## config.mk

```make
export PLATFORM = sky130hd
export DESIGN_NAME = rename_freelist
export DESIGN_NICKNAME = d
export VERILOG_FILES = /design/src/rtl/rename_freelist.sv
export SDC_FILE = /design/constraint.sdc
export NUM_CORES = 1
export LEC_CHECK = 0
export CAP_MARGIN = 40
export CORE_MARGIN = 1
export CORE_UTILIZATION = 66
export DETAILED_ROUTE_END_ITERATION = 8
export HOLD_SLACK_MARGIN = 0.02
export PLACE_DENSITY = 0.86
export SETUP_SLACK_MARGIN = 0.2
export SYNTH_ARGS = -nofsm -noshare
export SYNTH_HDL_FRONTEND = slang
export SYNTH_SLANG_ARGS = --single-unit
```

## constraint.sdc

```tcl
create_clock -name clk -period 13.87 [get_ports clk]
set_clock_uncertainty 0.2 [all_clocks]
set_input_delay 1.387 -clock clk [delete_from_list [all_inputs] [get_ports clk]]
set_output_delay 1.387 -clock clk [all_outputs]
set_load 0.01 [all_outputs]
```

## src/rtl/rename_freelist.sv

```systemverilog
`default_nettype none
// ==== rename_freelist : GPR + T physical-tag free lists with speculative/commit heads. Rev 1.0 ====
// ==== Define FREELIST_ERR_EN to build the sticky fl_err checker; otherwise fl_err is tied 0. ====
module rename_freelist #(
    parameter int PRW = 5,
    parameter int TRW = 4
) (
    input  logic               clk,
    input  logic               rst_n,
    input  logic [1:0]         alloc_req,
    input  logic               t_alloc_req,
    output logic               alloc_gnt,
    output logic [2*PRW-1:0]   alloc_preg,
    output logic [TRW-1:0]     t_alloc_preg,
    input  logic [1:0]         rel_en,
    input  logic [2*PRW-1:0]   rel_preg,
    input  logic               t_rel_en,
    input  logic [TRW-1:0]     t_rel_preg,
    input  logic [1:0]         commit_cnt,
    input  logic               t_commit,
    input  logic               flush,
    output logic [4:0]         free_cnt,
    output logic [4:0]         t_free_cnt,
    output logic               fl_err
);

    logic [PRW-1:0] r_gpr [16];
    logic [4:0]     r_spec_head;
    logic [4:0]     r_commit_head;
    logic [4:0]     r_tail;
    logic [TRW-1:0] r_t_fl [16];
    logic [4:0]     r_t_spec_head;
    logic [4:0]     r_t_commit_head;
    logic [4:0]     r_t_tail;

    logic [1:0]     w_n_alloc;
    logic [1:0]     w_n_rel;
    logic [4:0]     w_used;
    logic [4:0]     w_t_used;
    logic           w_rel_ok;
    logic           w_t_rel_ok;
    logic           w_commit_ok;
    logic           w_t_commit_ok;
    logic [1:0]     w_commit_eff;
    logic           w_t_commit_eff;
    logic [3:0]     w_wr_idx1;

    assign w_n_alloc  = {1'b0, alloc_req[0]} + {1'b0, alloc_req[1]};
    assign w_n_rel    = {1'b0, rel_en[0]} + {1'b0, rel_en[1]};
    assign free_cnt   = r_tail - r_spec_head;
    assign t_free_cnt = r_t_tail - r_t_spec_head;

    assign alloc_gnt = !flush && ({3'b000, w_n_alloc} <= free_cnt)
                       && (!t_alloc_req || (t_free_cnt != 5'd0));

    // Slot 1 takes the second head entry only when slot 0 is also requesting.
    assign alloc_preg[PRW-1:0]       = r_gpr[r_spec_head[3:0]];
    assign alloc_preg[2*PRW-1:PRW]   = r_gpr[r_spec_head[3:0] + {3'b000, alloc_req[0]}];
    assign t_alloc_preg              = r_t_fl[r_t_spec_head[3:0]];

    assign w_rel_ok       = (free_cnt + {3'b000, w_n_rel}) <= 5'd16;
    assign w_t_rel_ok     = !t_rel_en || (t_free_cnt != 5'd16);
    assign w_used         = r_spec_head - r_commit_head;
    assign w_t_used       = r_t_spec_head - r_t_commit_head;
    assign w_commit_ok    = {3'b000, commit_cnt} <= w_used;
    assign w_t_commit_ok  = !t_commit || (w_t_used != 5'd0);
    assign w_commit_eff   = w_commit_ok ? commit_cnt : 2'd0;
    assign w_t_commit_eff = t_commit && w_t_commit_ok;
    assign w_wr_idx1      = r_tail[3:0] + {3'b000, rel_en[0]};

    always_ff @(posedge clk or negedge rst_n) begin
        if (!rst_n) begin
            for (int i = 0; i < 16; i++) r_gpr[i] <= PRW'(16 + i);
            r_spec_head   <= 5'd0;
            r_commit_head <= 5'd0;
            r_tail        <= 5'd16;
        end else begin
            r_commit_head <= r_commit_head + {3'b000, w_commit_eff};
            if (flush)
                r_spec_head <= r_commit_head + {3'b000, w_commit_eff};
            else if (alloc_gnt)
                r_spec_head <= r_spec_head + {3'b000, w_n_alloc};
            if (w_rel_ok) begin
                if (rel_en[0]) r_gpr[r_tail[3:0]] <= rel_preg[PRW-1:0];
                if (rel_en[1]) r_gpr[w_wr_idx1]   <= rel_preg[2*PRW-1:PRW];
                r_tail <= r_tail + {3'b000, w_n_rel};
            end
        end
    end

    always_ff @(posedge clk or negedge rst_n) begin
        if (!rst_n) begin
            for (int i = 0; i < 16; i++) r_t_fl[i] <= (i < 15) ? TRW'(i + 1) : '0;
            r_t_spec_head   <= 5'd0;
            r_t_commit_head <= 5'd0;
            r_t_tail        <= 5'd15;
        end else begin
            r_t_commit_head <= r_t_commit_head + {4'b0000, w_t_commit_eff};
            if (flush)
                r_t_spec_head <= r_t_commit_head + {4'b0000, w_t_commit_eff};
            else if (alloc_gnt && t_alloc_req)
                r_t_spec_head <= r_t_spec_head + 5'd1;
            if (t_rel_en && w_t_rel_ok) begin
                r_t_fl[r_t_tail[3:0]] <= t_rel_preg;
                r_t_tail <= r_t_tail + 5'd1;
            end
        end
    end

`ifdef FREELIST_ERR_EN
    logic r_fl_err;
    logic w_dup;
    logic w_ovf;
    logic w_ocm;

    assign w_ovf = ((|rel_en) && !w_rel_ok) || !w_t_rel_ok;
    assign w_ocm = !w_commit_ok || !w_t_commit_ok;

    // An entry is "in the list" when its offset from spec_head is below the free count.
    always_comb begin
        w_dup = rel_en[0] && rel_en[1] && (rel_preg[PRW-1:0] == rel_preg[2*PRW-1:PRW]);
        for (int i = 0; i < 16; i++) begin
            if ({1'b0, 4'(i) - r_spec_head[3:0]} < free_cnt) begin
                if (rel_en[0] && (r_gpr[i] == rel_preg[PRW-1:0]))     w_dup = 1'b1;
                if (rel_en[1] && (r_gpr[i] == rel_preg[2*PRW-1:PRW])) w_dup = 1'b1;
            end
            if (({1'b0, 4'(i) - r_t_spec_head[3:0]} < t_free_cnt)
                && t_rel_en && (r_t_fl[i] == t_rel_preg))
                w_dup = 1'b1;
        end
    end

    always_ff @(posedge clk or negedge rst_n) begin
        if (!rst_n) r_fl_err <= 1'b0;
        else        r_fl_err <= r_fl_err | w_ovf | w_ocm | w_dup;
    end

    assign fl_err = r_fl_err;
`else
    assign fl_err = 1'b0;
`endif

endmodule
`default_nettype wire

```

# ---- Yosys cells after proc, flatten, opt, wreduce, memory -nomap -nowiden
# Index checks and enable logic that the tools add are counted.
dict set report word_totals {
  word_cells 117
  output_inout_bits 26
  input_bits 26
  register_bits 174
}
dict set report op_classes {
  magnitude_cmp 12
  n_bitwise 6
  add_sub_neg 15
  n_mux 26
  n_eq_ne 1
  n_reduce_logical 19
}
# op n
set op_table {}
lappend op_table {{80-bit two-way mux} 3}
lappend op_table {{80-bit bitwise mux} 2}
lappend op_table {{64-bit bitwise mux} 1}
lappend op_table {{5-bit two-way mux} 10}
lappend op_table {{5-bit binary-select mux with 4-bit select} 2}
lappend op_table {{5-bit demux with 4-bit select} 2}
lappend op_table {{5-bit greater-or-equal comparator (second input constant)} 6}
lappend op_table {{4-bit NOT with 5-bit output} 6}
lappend op_table {{5-bit by 2-bit adder with 5-bit output} 4}
lappend op_table {{5-bit subtractor} 4}
lappend op_table {{4-bit binary-select mux with 4-bit select} 1}
lappend op_table {{4-bit demux with 4-bit select} 1}
lappend op_table {{5-bit by 1-bit less-than comparator with 1-bit output (second input constant)} 3}
lappend op_table {{4-bit two-way mux} 3}
lappend op_table {{5-bit by 1-bit adder with 5-bit output (second input constant)} 2}
lappend op_table {{2-bit by 5-bit <= comparator with 1-bit output} 2}
lappend op_table {{5-bit nonzero test} 2}
lappend op_table {{4-bit by 1-bit adder with 4-bit output} 2}
lappend op_table {{1-bit logical AND} 8}
lappend op_table {{5-bit by 1-bit adder with 5-bit output} 1}
lappend op_table {{5-bit <= comparator (second input constant)} 1}
lappend op_table {{5-bit inequality test (second input constant)} 1}
lappend op_table {{1-bit by 1-bit adder with 2-bit output} 2}
lappend op_table {{1-bit zero test} 4}
lappend op_table {{other kinds (3)} 6}

# ---- Longest topological paths before layout
dict set report depth {
  word_depth 10
  ltp_mapped 20
}

# ---- Least setup slack after synthesis
# No wires, ideal clock.
dict set report synth_timing {
  path_type {input -> output}
  from {input alloc_req[0]}
  to {output alloc_preg[7]}
  path_stages 6
  path_slack_ns 8.858
  n_path_buf 2
  t_arrival_ns 3.425
  path_cell_list {ha_1 > ha_1 > clkbuf_1 > buf_1 > mux4_2 > mux4_2}
}
dict set report synth_between {
  elab_chain_len 5
}
# element line_no
set synth_rtl {}
lappend synth_rtl {{start: declaration} 10} ;# input logic [1:0] alloc_req,
lappend synth_rtl {{4-bit by 1-bit adder with 4-bit output} 58} ;# assign alloc_preg[2*PRW-1:PRW] = r_gpr[r_spec_head[3:0] + {3'b000, alloc_req[0]}];
lappend synth_rtl {{4-bit NOT with 5-bit output (not written as such)} 58}
lappend synth_rtl {{5-bit binary-select mux with 4-bit select} 58}
lappend synth_rtl {{5-bit two-way mux (not written as such) (2 in a row)} 58}
lappend synth_rtl {{end: declaration} 13} ;# output logic [2*PRW-1:0] alloc_preg,
# Every way passes these cells. The select of a mux whose other input is x is not followed.

# ---- Worst setup path in the final report
dict set report layout_timing {
  from {input alloc_req[0]}
  to {output alloc_preg[9]}
}
# The elaborated chain is that of the path after synthesis.

==> flow_metrics.env <==
export IMPL_post_cts_setup_buffers=0
export IMPL_drtPass1Iterations=6
export IMPL_cts_max_level=4
export IMPL_status="completed"
export IMPL_antenna_found_initial=0
export IMPL_synth_most_common_cell="nand2_1"
export IMPL_ys_ff_latch=174
export IMPL_dp_hpwl_mm=21.2
export IMPL_rsz0062_at_grt="false"
export IMPL_fin_crit_ns=6.18
export IMPL_die_y_microns=133
export IMPL_cp_data_required_time_ns=12.28
export IMPL_syn_area_per_cell_sq_um=11.3
export IMPL_numCtsBuffers=17
export IMPL_die_w_microns=133
export IMPL_placed_cell_area_sq_um=12000
export IMPL_ys_flop_type="dfrtp_1"
export IMPL_hold_depth=1
export IMPL_r2r_slack_ns=8.79
export IMPL_crit_buf_inv=2
export IMPL_top_level_ports=52
export IMPL_grt_pass1_wl_mm=48.5
export IMPL_tns_ns=0
export IMPL_die_area_sq_um=17700
export IMPL_p_leak_nw=5.19
export IMPL_start_util_pct=68.0
export IMPL_fmax_mhz=162
export IMPL_critical_path_top_delay_family="adder cells"
export IMPL_maxSlewHeadroom_pct=39.4
export IMPL_ff2ff_path_depth=11
export IMPL_port_buffers=50
export IMPL_clk_pin_slew_ns=0.07
export IMPL_slew_violations=0
export IMPL_synth_top_cells_by_area="dfstp_2 (20%), dfrtp_1 (20%), mux4_2 (11%)"
export IMPL_wl_mm=30.5
export IMPL_synth_edf_count=0
export IMPL_hold_viol=0
export IMPL_hp_class="flip-flop to flip-flop"
export IMPL_reg2reg_to="r_gpr[27]$_DFFE_PN0P_"
export IMPL_synth_area_sq_um=11300
export IMPL_cp_startpoint="alloc_req[0]"
export IMPL_critPathMaxFanout=20
export IMPL_grt_usage_pct=36.5
export IMPL_layout_drive_gt1_share_pct=21.6
export IMPL_clkLatencyLatePin_ns=0.44
export IMPL_core_area_sq_um=16600
export IMPL_cts_resized=0
export IMPL_yosysWarnings=0
export IMPL_vias=8561
export IMPL_crit_chain="clkdlybuf4s50_1 -> ha_1 -> ha_1 -> mux4_2 -> mux4_2 -> clkdlybuf4s50_1"
export IMPL_ir_drop_uv=203
export IMPL_viasPerCell=6.83
export IMPL_yosys_area_top_type_share_pct=19.7
export IMPL_startpoint_type="input pin"
export IMPL_dr_first_iter_drc_count=896
export IMPL_fillers=1036
export IMPL_wire_per_inst_microns=24.3
export IMPL_hold_path_startpoint="r_t_fl[39]$_DFFE_PN0P_"
export IMPL_drv_cap=0
export IMPL_synth_nets=1075
export IMPL_gp_congestion=1.02
export IMPL_area_delta_synth_final_pct=11.8
export IMPL_cp_arrival_ns=4.59
export IMPL_clock_sinks=174
export IMPL_syn_inst=1001
export IMPL_root_buffer="clkbuf_16"
export IMPL_holdPathEnd="r_t_fl[39]$_DFFE_PN0P_"
export IMPL_first_global_vias=8766
export IMPL_synthTopCellsByCount="nand2_1 (114), mux2i_1 (103), dfrtp_1 (89)"
export IMPL_final_cell_count_no_fill=1253
export IMPL_fin_area_sq_um=12600
export IMPL_max_stage_delay_ns=0.83
export IMPL_diodes=0
export IMPL_row_count=47
export IMPL_dp_slack_ns=7.72
export IMPL_async_flop_share_pct=100
export IMPL_tightest_slew_ns=0.905
export IMPL_critPathKind="input pin to primary output"
export IMPL_ys_seq_area_share_pct=39.4
export IMPL_cts_buffer_depth=2
export IMPL_postCtsHoldBufs=0
export IMPL_cts_tree="yes"
export IMPL_drc=0
export IMPL_setup_viol=0
export IMPL_synth_largest_area_cell="dfstp_2"
export IMPL_grt_ovfl_total=0
export IMPL_synthDistinctLibCells=59
export IMPL_r2r_start="r_spec_head[1]$_DFFE_PN0P_"
export IMPL_detail_route_antenna_nets=0
export IMPL_worst_setup_path_end_kind="primary output"
export IMPL_grt_max_degree=55
export IMPL_nets=1094
export IMPL_critPathSlowestCell="ha_1"
export IMPL_period_share_pct=44.6
export IMPL_power_density_nw_per_um2=313
export IMPL_dp_cells=1221
export IMPL_worst_slack_ns=7.69
==> area by class of cell <==
class	count	area, sq um	area share, %
clock buffer	18	439	3.47
inverter	43	161	1.28
multi-input combinational	719	6430	50.9
sequential	174	4460	35.3
timing repair buffer	65	686	5.42
tap	220	275	2.18
clock inverter	14	189	1.49
==> kinds of logic after synthesis <==
kind of cell	share of synthesized area, %
buf+inv	3.78
fa+ha+maj	5.77
simple gates	10.1
xor+xnor	2.39
mux	26.7
other cells	0.0332
compound gates	11.8
flops	39.4
==> per-layer routing <==
metal | vias to the layer above | track usage, % | share of wire, %
met1 | 4261 | 45.6 | 38
met3 | 114 | 6.86 | 8.0
met4 | 0 | 21.7 | 5.4
met5 | - | 0 | 0
met2 | 465 | 59.2 | 49
li1 | 3721 | - | -
==> how the worst max path moves through the flow <==
stage | cells after the start | slack, ns | to
global placement | 5 | 7.68 | alloc_preg[7]
global route | 6 | 7.61 | alloc_preg[9]
CTS | 6 | 7.72 | alloc_preg[9]
finish | 6 | 7.69 | alloc_preg[9]
detailed placement | 6 | 7.72 | alloc_preg[9]
floorplan | 6 | 8.86 | alloc_preg[7]
==> where the power goes <==
group	switching, mW	internal (mW)
combinational	1.19	1.12
clock	0.236	0.266
sequential	0.291	0.863
==> cell usage in the layout (no fill, tap or decap), drive strengths merged, types with 6 or more instances in the layout <==
cell,synthesis,routed
a2bb2oi,64,64
mux2,65,65
nor3,8,8
or3,6,6
a21oi,11,11
xnor2,25,25
clkbuf,43,18
nor2b,9,9
dfrtp,89,89
nand2b,12,12
inv,41,48
fa,7,7
nand3,23,23
o21ai,19,19
dfstp,85,85
a31oi,7,7
mux4,55,55
nand3b,6,6
a21boi,6,6
clkdlybuf4s50,0,49
ha,41,41
nand2,114,114
mux2i,104,104
buf,22,16
o2bb2a,16,16
o21a,12,12
nor2,57,57
clkinv,2,8
a221oi,10,10
==> stage by stage <==
step | utilization, % | power [mW] | hold WS (ns)
6_report | 76.0 | 3.96 | 0.291
4_1_cts | 76.0 | 3.92 | 0.295
5_1_grt | 76.0 | 4.17 | 0.305
2_1_floorplan | - | 2.66 | 0.259
3_5_place_dp | 72.2 | 3.39 | 0.279
3_3_place_gp | 71.5 | 3.28 | 0.270
==> sequential cells by signal, summed over array words and instances, names as in the netlist <==
name	flops
r_gpr	80
r_t_fl	64
r_commit_head	5
r_spec_head	5
r_t_commit_head	5
r_t_spec_head	5
r_t_tail	5
r_tail	5
Power figures use the tool's default switching activity.
